$ cat src/rtl/neuron_sched_if.sv
// Request/result channel between the neuron scheduler and the shared
// neuron-update datapath. One request may be outstanding at a time.
interface neuron_sched_if #(
    parameter int N = 8,
    parameter int W = 16
);
    localparam int AW = $clog2(N);

    logic                dp_valid;
    logic                dp_ready;
    logic [AW-1:0]       dp_idx;
    logic signed [W-1:0] dp_v;
    logic signed [W-1:0] dp_i;
    logic                res_valid;
    logic signed [W-1:0] res_v;

    modport master (
        output dp_valid, dp_idx, dp_v, dp_i,
        input  dp_ready, res_valid, res_v
    );

    modport slave (
        input  dp_valid, dp_idx, dp_v, dp_i,
        output dp_ready, res_valid, res_v
    );
endinterface

$ cat src/rtl/neuron_sched.sv
// Time-multiplexes N leaky neurons onto one external update datapath: each
// timestep sweeps every neuron, applying threshold/spike/refractory rules.
module neuron_sched #(
    parameter int                  N       = 8,
    parameter int                  W       = 16,
    parameter logic signed [W-1:0] V_INIT  = W'(-18074),
    parameter logic signed [W-1:0] V_TH    = W'(5120),
    parameter logic signed [W-1:0] V_RESET = W'(-18074),
    parameter logic [3:0]          REFRAC  = 4'd2,
    localparam int                 AW      = $clog2(N)
) (
    input  logic                emu_clk,
    input  logic                emu_rst_n,
    input  logic                step_start,
    input  logic                in_we,
    input  logic [AW-1:0]       in_addr,
    input  logic signed [W-1:0] in_data,
    neuron_sched_if.master      dp,
    output logic                spike_valid,
    output logic [AW-1:0]       spike_idx,
    output logic                busy,
    output logic                step_done,
    output logic                overrun
);
    typedef enum logic [2:0] {
        S_IDLE, S_SELECT, S_ISSUE, S_WAIT, S_WRITE, S_DONE
    } state_t;

    state_t              state_reg;
    logic [AW-1:0]       idx_reg;
    logic                skip_reg;
    logic signed [W-1:0] res_reg;

    logic signed [W-1:0] v_mem [N];
    logic [3:0]          r_mem [N];
    logic signed [W-1:0] i_mem [N];

    // A host write landing on the same edge as the issue latch is forwarded,
    // so the request carries the current the register holds during ISSUE.
    logic signed [W-1:0] i_fwd;
    assign i_fwd = (in_we && (in_addr == idx_reg)) ? in_data : i_mem[idx_reg];

    always_ff @(posedge emu_clk or negedge emu_rst_n) begin
        if (!emu_rst_n) begin
            for (int k = 0; k < N; k++) begin
                i_mem[k] <= '0;
            end
        end else if (in_we) begin
            i_mem[in_addr] <= in_data;
        end
    end

    always_ff @(posedge emu_clk or negedge emu_rst_n) begin
        if (!emu_rst_n) begin
            state_reg   <= S_IDLE;
            idx_reg     <= '0;
            skip_reg    <= 1'b0;
            res_reg     <= '0;
            dp.dp_valid <= 1'b0;
            dp.dp_idx   <= '0;
            dp.dp_v     <= '0;
            dp.dp_i     <= '0;
            spike_valid <= 1'b0;
            spike_idx   <= '0;
            busy        <= 1'b0;
            step_done   <= 1'b0;
            overrun     <= 1'b0;
            for (int k = 0; k < N; k++) begin
                v_mem[k] <= V_INIT;
                r_mem[k] <= 4'd0;
            end
        end else begin
            spike_valid <= 1'b0;
            step_done   <= 1'b0;
            if (step_start && (state_reg != S_IDLE)) begin
                overrun <= 1'b1;
            end

            case (state_reg)
                S_IDLE: begin
                    if (step_start) begin
                        idx_reg   <= '0;
                        busy      <= 1'b1;
                        state_reg <= S_SELECT;
                    end
                end

                S_SELECT: begin
                    if (r_mem[idx_reg] != 4'd0) begin
                        // Refractory: hold at reset voltage, no datapath trip.
                        r_mem[idx_reg] <= r_mem[idx_reg] - 4'd1;
                        v_mem[idx_reg] <= V_RESET;
                        skip_reg       <= 1'b1;
                        state_reg      <= S_WRITE;
                    end else begin
                        skip_reg    <= 1'b0;
                        dp.dp_valid <= 1'b1;
                        dp.dp_idx   <= idx_reg;
                        dp.dp_v     <= v_mem[idx_reg];
                        dp.dp_i     <= i_fwd;
                        state_reg   <= S_ISSUE;
                    end
                end

                S_ISSUE: begin
                    if (dp.dp_ready) begin
                        dp.dp_valid <= 1'b0;
                        state_reg   <= S_WAIT;
                    end
                end

                S_WAIT: begin
                    if (dp.res_valid) begin
                        res_reg     <= dp.res_v;
                        spike_valid <= (dp.res_v >= V_TH);
                        spike_idx   <= idx_reg;
                        state_reg   <= S_WRITE;
                    end
                end

                S_WRITE: begin
                    if (!skip_reg) begin
                        if (res_reg >= V_TH) begin
                            v_mem[idx_reg] <= V_RESET;
                            r_mem[idx_reg] <= REFRAC;
                        end else begin
                            v_mem[idx_reg] <= res_reg;
                        end
                    end
                    if (idx_reg == AW'(N - 1)) begin
                        step_done <= 1'b1;
                        state_reg <= S_DONE;
                    end else begin
                        idx_reg   <= idx_reg + AW'(1);
                        state_reg <= S_SELECT;
                    end
                end

                S_DONE: begin
                    busy      <= 1'b0;
                    state_reg <= S_IDLE;
                end

                default: state_reg <= S_IDLE;
            endcase
        end
    end
endmodule

$ cat src/flat_wrapper.sv
// flat-port wrapper written by rule: the top's interface ports become plain ports
module neuron_sched_flat 
#(
    parameter int                  N       = 8,
    parameter int                  W       = 16,
    parameter logic signed [W-1:0] V_INIT  = W'(-18074),
    parameter logic signed [W-1:0] V_TH    = W'(5120),
    parameter logic signed [W-1:0] V_RESET = W'(-18074),
    parameter logic [3:0]          REFRAC  = 4'd2,
    localparam int                 AW      = $clog2(N)
)
  (emu_clk, emu_rst_n, step_start, in_we, in_addr, in_data, spike_valid, spike_idx, busy, step_done, overrun, dp_dp_valid, dp_dp_idx, dp_dp_v, dp_dp_i, dp_dp_ready, dp_res_valid, dp_res_v);
  neuron_sched_if #(.N(N), .W(W)) dp_i ();
  input  logic emu_clk;
  input  logic emu_rst_n;
  input  logic step_start;
  input  logic in_we;
  input  logic [AW-1:0] in_addr;
  input  logic signed [W-1:0] in_data;
  output logic spike_valid;
  output logic [AW-1:0] spike_idx;
  output logic busy;
  output logic step_done;
  output logic overrun;
  output wire logic [$bits(dp_i.dp_valid)-1:0] dp_dp_valid;
  output wire logic [$bits(dp_i.dp_idx)-1:0] dp_dp_idx;
  output wire logic [$bits(dp_i.dp_v)-1:0] dp_dp_v;
  output wire logic [$bits(dp_i.dp_i)-1:0] dp_dp_i;
  input wire logic [$bits(dp_i.dp_ready)-1:0] dp_dp_ready;
  input wire logic [$bits(dp_i.res_valid)-1:0] dp_res_valid;
  input wire logic [$bits(dp_i.res_v)-1:0] dp_res_v;
  assign dp_dp_valid = dp_i.dp_valid;
  assign dp_dp_idx = dp_i.dp_idx;
  assign dp_dp_v = dp_i.dp_v;
  assign dp_dp_i = dp_i.dp_i;
  assign dp_i.dp_ready = dp_dp_ready;
  assign dp_i.res_valid = dp_res_valid;
  assign dp_i.res_v = dp_res_v;
  neuron_sched #(.N(N), .W(W), .V_INIT(V_INIT), .V_TH(V_TH), .V_RESET(V_RESET), .REFRAC(REFRAC)) u_core (.emu_clk(emu_clk), .emu_rst_n(emu_rst_n), .step_start(step_start), .in_we(in_we), .in_addr(in_addr), .in_data(in_data), .dp(dp_i), .spike_valid(spike_valid), .spike_idx(spike_idx), .busy(busy), .step_done(step_done), .overrun(overrun));
endmodule
$ cat config.mk
export PLATFORM = sky130hd
export DESIGN_NAME = neuron_sched_flat
export DESIGN_NICKNAME = d
export VERILOG_FILES = /design/src/rtl/neuron_sched_if.sv /design/src/rtl/neuron_sched.sv /design/src/flat_wrapper.sv
export SDC_FILE = /design/constraint.sdc
export NUM_CORES = 1
export LEC_CHECK = 0
export BUFFER_PORTS_ARGS = -buffer_cell sky130_fd_sc_hd__buf_2
export CAP_MARGIN = 20
export CORE_MARGIN = 2
export CORE_UTILIZATION = 45
export CTS_CLUSTER_DIAMETER = 30
export DETAILED_ROUTE_END_ITERATION = 8
export PLACE_DENSITY_LB_ADDON = 0.2
export SYNTH_ARGS = -nofsm -noshare
export SYNTH_HDL_FRONTEND = slang
export SYNTH_SLANG_ARGS = --single-unit
$ cat constraint.sdc
create_clock -name emu_clk -period 4.45 [get_ports emu_clk]
set_input_delay 0.2225 -clock emu_clk [delete_from_list [all_inputs] [get_ports emu_clk]]
set_output_delay 0.2225 -clock emu_clk [all_outputs]
set_load 0.03 [all_outputs]
== After elaboration in Yosys (flattened, before gate mapping) ==
Cells that the tools add are included.
W data, S select, Z words.

* Logic and storage cells: 134
* Output and inout port bits: 43
* ROM bits: 0
* RAM bits: 0
* Input bits: 41
* Latch bits: 0
* Register bits after elaboration: 354
* Memories: 0

* Eq/ne operators: 15
* Shift operators: 0
* Order comparisons: 6
* Add/subtract/negate cells: 2
* Bitwise gates (word level): 9
* Muxes and demuxes: 46
* Div/mod/pow operators: 0
* Reductions and logical operators: 19
* Multiply operators: 0

{| class="wikitable"
|+ Operator list
! operator !! count
|-
| $mux W128 || 3
|-
| $bwmux W128 || 2
|-
| $pmux W128 S2 || 1
|-
| $mux W16 || 7
|-
| $bmux W16 S3 || 2
|-
| $demux W16 S3 || 2
|-
| $mux W32 || 3
|-
| $or A72 B72 Y72 || 1
|-
| $pmux W32 S2 || 1
|-
| $and A56 B56 Y56 || 1
|-
| $not A56 Y56 || 1
|-
| $bwmux W32 || 1
|-
| $ge A16 B14 Y1 const B || 2
|-
| $and A24 B24 Y24 || 1
|-
| $not A24 Y24 || 1
|-
| $mux W3 || 7
|-
| $pmux W3 S5 || 1
|-
| $bmux W4 S3 || 1
|-
| $demux W4 S3 || 1
|-
| $mux W4 || 3
|-
| $ne A2 B2 Y1 const B || 6
|-
| $reduce_and A3 Y1 || 4
|-
| $eq A3 B3 Y1 const B || 3
|-
| $ge A4 B4 Y1 const B || 2
|-
| other kinds (20) || 40
|}

== Longest topological paths before layout ==
* Word-level depth: 10
* Depth in mapped cells: 14
* Gate-level depth less buffers: 9

== Least setup slack after synthesis ==
Ideal clock, no wire load.

* Kind: register to register
* Start point: reg u_core.idx_reg[0]
* End point: reg u_core.dp.dp_i[15]
* Library setup time: 0.125 ns
* Data arrival time: 3.031 ns
* Required time: 4.325 ns
* Slack: 1.294 ns
* Period minus slack after synthesis: 3.156 ns
* Cell stages (with the launch flop): 14
* Buffers on the path: 5
* Path through: dfrtp_1 -> buf_2 -> buf_4 -> mux2i_1 -> nor2_1 -> a2111oi_4 -> ha_1 -> inv_1 -> nor4_1 -> buf_4 -> nand2_1 -> buf_2 -> buf_2 -> mux2_2

* Longest elaborated chain between the ends: 7
* Elaborated cells on any way between the ends: 13
* Those cells by class: eq/ne (1); mux (7); bitwise (2); reduce/logical (3)

{| class="wikitable"
|+ Ends and longest elaborated chain
! item !! line !! text
|-
| from (decl) || neuron_sched.sv:30 || <nowiki>logic [AW-1:0] idx_reg;</nowiki>
|-
| from (signal assigned) || neuron_sched.sv:134 || <nowiki>idx_reg <= idx_reg + AW'(1);</nowiki>
|-
| $not A3 Y4 (implied by the code) || neuron_sched.sv:41, neuron_sched.sv:89 ||
|-
| $bmux W4 S3 || neuron_sched.sv:89 || <nowiki>if (r_mem[idx_reg] != 4'd0) begin</nowiki>
|-
| $mux W4 (implied by the code) (2 in a row) || neuron_sched.sv:89 ||
|-
| $reduce_bool A4 Y1 || neuron_sched.sv:89 ||
|-
| $not A1 Y1 (no source line) || n/a ||
|-
| $reduce_and A2 Y1 (no source line) || n/a ||
|-
| to (signal assigned) || neuron_sched.sv:100 || <nowiki>dp.dp_i <= i_fwd;</nowiki>
|-
| to (decl) || neuron_sched_if.sv:18 || <nowiki>output dp_valid, dp_idx, dp_v, dp_i,</nowiki>
|}

Several ways; a longest one is shown, not always the timed one. The select of a mux whose other input is x is not followed.
A chain may end at the register's enable or synchronous reset.

== Final worst setup path ==
* Start point: reg u_core.idx_reg[0]
* End point: reg u_core.dp.dp_v[12]

* Longest elaborated chain between the ends: 7
* Elaborated cells on any way between the ends: 10
* Those cells by class: mux (6); bitwise (2); reduce/logical (2)

{| class="wikitable"
|+ Ends and longest elaborated chain
! item !! line !! text
|-
| $not A3 Y4 (implied by the code) * || neuron_sched.sv:89, neuron_sched.sv:99 ||
|-
| $bmux W4 S3 || neuron_sched.sv:89 ||
|-
| $mux W4 (implied by the code) (2 in a row) || neuron_sched.sv:89 ||
|-
| $reduce_bool A4 Y1 || neuron_sched.sv:89 ||
|-
| $not A1 Y1 (no source line) || n/a ||
|-
| $reduce_and A2 Y1 (no source line) || n/a ||
|-
| to (signal assigned) || neuron_sched.sv:99 || <nowiki>dp.dp_v <= v_mem[idx_reg];</nowiki>
|-
| to (decl) || neuron_sched_if.sv:18 ||
|}

Every way passes the cells marked *; elsewhere a longest branch is shown, timed or not. The select of a mux whose other input is x is not followed.

==> summary.md <==
| Metric | Value |
|---|---|
| Status | finished, final reports clean |
| Routed vias/inst | between 5 and 6 |
| Routed WL | ~42 mm |
| Largest family of logic cells by synthesized area | multiplexers |
| Vias | 10.8k |
| Setup TNS | 0 ps |
| Slew Viols, Final | 0 |
| Area Overhead vs Synth | 23.3% |
| Htree depth | 3 |
| Number of I/O pins | 84 |
| Top FF cell, synth | dfrtp_1 |
| Ys async rst share | 100% |
| Post-synth EDFFs | 0 |
| Crit path cell chain | buf_4 -> nor2_1 -> buf_4 -> nand2_1 -> o221a_2 -> ha_1 -> inv_1 -> nor4_2 -> buf_4 -> nand2_2 -> buf_4 -> mux2_2 |
| Die Span X | approximately 190 µm |
| CTS root buffer | clkbuf_16 |
| Share of cells above drive strength 1 | about 50% |
| Number of setup violations in the final report | 0 |
| Post-Syn Instances | roughly 1.2k |
| Slowest cell on the critical path | dfrtp_2 |
| Leakage power | ~8.6 nW |
| DR WL/cell | ~23 µm |
| Tightest Pin Transition | 931 ps |
| Clk sinks | roughly 350 |
| Hold Buf Count CTS | 29 |
| R2R Path End | u_core.dp.dp_v[12]$_DFFE_PN0P_ |
| Worst IR Drop VDD | ~0.00037 V |
| Post-Syn Area | 0.0162 mm² |
| Clock Skews | between 20 and 25 ps |
| Dpl cells | ~1.7k |
| Mux contribution to synthesized area | between 20 and 30% |
| Post-synthesis compound-gate area fraction | 10.2% |
| Max-cap viol count | 0 |
| CTS buffer count | 71 |
| Sequential share of the synthesized area | 55.2% |
| Final net count | 1390 |
| Die Span Y | between 150 and 200 µm |
| Drt first-iter violations | roughly 840 |
| CP Data Arrival Time | a little over 4000 ps |
| Min-Delay Path Depth | 2 |
| Startpoint Class | flip-flop |
| WS Path Type | flip-flop to flip-flop |
| Beginning of the worst hold path | in_data[7] |
| Biggest regs | u_core.i_mem x128, u_core.v_mem x128, u_core.r_mem x32 |
| Min-Delay Path Class | primary input to flip-flop |
| Final hold viol count | 0 |
| Synth Area in Adders | 0.309% |
| Effective utilization at floorplan | 45.6% |
| Area share of the largest cell type after synthesis | 43.5% |
| Syn_nets | roughly 1.3k |
| Synth Warn # | 0 |
| Distinct cell type count after synthesis | 62 |
| Final min period | between 3000 and 4000 ps |
| Power Density | roughly 750 mW/mm² |
| CORE AREA | 0.0356 mm² |
| Synth Area in XOR/XNOR | less than 1% |
| Leading area contributor after synthesis | dfrtp_1 |
| Mapped Avg Cell Area | ~13 µm² |
| Grt ovf | 0 |
| Count of cells resized by post-cts repair | 0 |
| Slew margin rel. | 37.9% |
| CP Capture Type | flip-flop |
| Number of inserted diodes | 0 |
| CTS tree | yes |
| First-pass GRT wire length | approximately 67 mm |
| Post-CTS setup buffers | 0 |
| Final instance count without filler cells | between 1.5k and 2k |
| Reg2reg setup slack | approximately 800 ps |
| Fin util | around 56% |
| CTS max path bufs | 3 |
| Maximum clock rate | 0.274 GHz |
| Largest net degree at the start of global routing | 114 |
| RSZ-0062 raised after global routing | false |
| Row count | 69 |
| Critical Path Fanout Max | 25 |
| R2R cell count | 12 |
| Clk_lat worst skew | between 500 and 600 ps |
| Final Cycle Share | 82.1% |
| IO Port Bufs | between 80 and 90 |
| DP Wirelength | 25.2 mm |
| FF-to-FF Start | u_core.idx_reg[0]$_DFFE_PN0P_ |
| TritonRoute pass-1 iters | 5 |
| WP buf/inv | 5 |
| Worst stage delay on the critical path | about 740 ps |
| Initial antenna violation count | 0 |
| Synthesis-stage register bit count | 354 |
| Post-route ant nets | 0 |
| WHS Endpoint | u_core.i_mem[23]$_DFFE_PN0P_ |
| Req. time, crit path | slightly below 5000 ps |
| Vias in the first global route | 11.2k |
| Area contributors post-synth | dfrtp_1 (44%), mux2_2 (24%), dfstp_2 (12%), a22oi_1 (2.7%), a221oi_1 (1.7%) |
| Top cell family by delay on the critical path | buffers and inverters |
| Post-Synth Simple-Gate Area | between 5 and 6% |
| GPL Wtd Cong | between 0.9 and 1 |
| DRC violations left | 0 |
| Total track usage | 22.9% |
| Die area | 0.0376 mm² |
| CP most frequent cell | buf_4 |
| Reg clk slew, reported paths | around 50 ps |
stage by stage:
| step | setup WS (ps) | total power [mW] | cell area, µm² | hold slack, ps |
|---|---|---|---|---|
| floorplan | 1290 | 8.17 | 16200 | -73.1 |
| global placement | 903 | 9.47 | 17200 | 355 |
| detailed placement | 850 | 9.57 | 17200 | 362 |
| CTS | 815 | 15.2 | 20000 | 1.10 |
| global route | 542 | 15.8 | 20000 | 28.4 |
| finish | 798 | 15.1 | 20000 | 25.3 |
synth_stat cells, types with 9 or more instances:
| cell type | count |
|---|---|
| mux2i_1 | 19 |
| a21oi_1 | 22 |
| a221oi_1 | 31 |
| buf_4 | 11 |
| or3_1 | 9 |
| a22o_1 | 17 |
| mux2_2 | 340 |
| buf_1 | 11 |
| clkbuf_1 | 50 |
| nand4_1 | 14 |
| o21ai_0 | 14 |
| inv_1 | 13 |
| and2_1 | 11 |
| nor2_1 | 31 |
| nand3_1 | 24 |
| nand2_1 | 40 |
| dfrtp_1 | 282 |
| a22oi_1 | 58 |
| buf_2 | 21 |
| dfstp_2 | 72 |
cells by family (layout without fill, tap and decap cells):
kind of cell	count (synthesis)	after routing
mux	364	364
flops	354	354
compound gates	205	205
simple gates	169	169
buf+inv	111	304
fa+ha+maj	4	4
xor+xnor	3	3
power by group:
| group | switching, mW | total (mW) | internal, mW | leakage (nW) |
|---|---|---|---|---|
| Clock | 1.78 | 5.49 | 3.71 | 1.21 |
| Sequential | 0.621 | 5.08 | 4.46 | 4.29 |
| Combinational | 2.59 | 4.50 | 1.90 | 3.12 |
| Total | 4.99 | 15.1 | 10.1 | 8.62 |
per-layer routing:
| layer | track usage, % | part of all wire (%) |
|---|---|---|
| met2 | 35.5 | 47 |
| met1 | 32.6 | 46 |
| met3 | 4.05 | 5.9 |
| met5 | 0 | 0 |
| met4 | 7.52 | 1.9 |
final cells by class:
type                       count  area (µm²)
clock buffer                  87        1910
clock inverter                44         581
fill                        2962       15600
inverter                      15        56.3
multi-input combinational    745        6810
sequential                   354        8950
tap                          461         577
timing repair buffer         158        1110
placed cells by master (no fill, tap or decap), drive strengths merged, types with 22 or more instances in the layout:
cell and instances:
a22oi 58, buf 129, nand3 24, mux2 340, dfrtp 282, clkinv 22, dlygate4sd3 29, nand2 40
a221oi 31, a21oi 31, dfstp 72, clkbuf 87, nor2 31
worst max path at each step:
stage	from	end	slack [ps]	cells past startpoint
detailed placement	u_core.idx_reg[0]$_DFFE_PN0P_	u_core.dp.dp_i[15]$_DFFE_PN0P_	850	12
global route	u_core.idx_reg[0]$_DFFE_PN0P_	u_core.dp.dp_v[6]$_DFFE_PN0P_	540	10
floorplan	u_core.idx_reg[0]$_DFFE_PN0P_	u_core.dp.dp_i[15]$_DFFE_PN0P_	1290	13
CTS	u_core.idx_reg[0]$_DFFE_PN0P_	u_core.dp.dp_v[12]$_DFFE_PN0P_	810	12
finish	u_core.idx_reg[0]$_DFFE_PN0P_	u_core.dp.dp_v[12]$_DFFE_PN0P_	800	12
global placement	u_core.idx_reg[2]$_DFFE_PN0P_	u_core.dp.dp_v[9]$_DFFE_PN0P_	900	12
No activity file was read; power rests on OpenSTA's default activity.
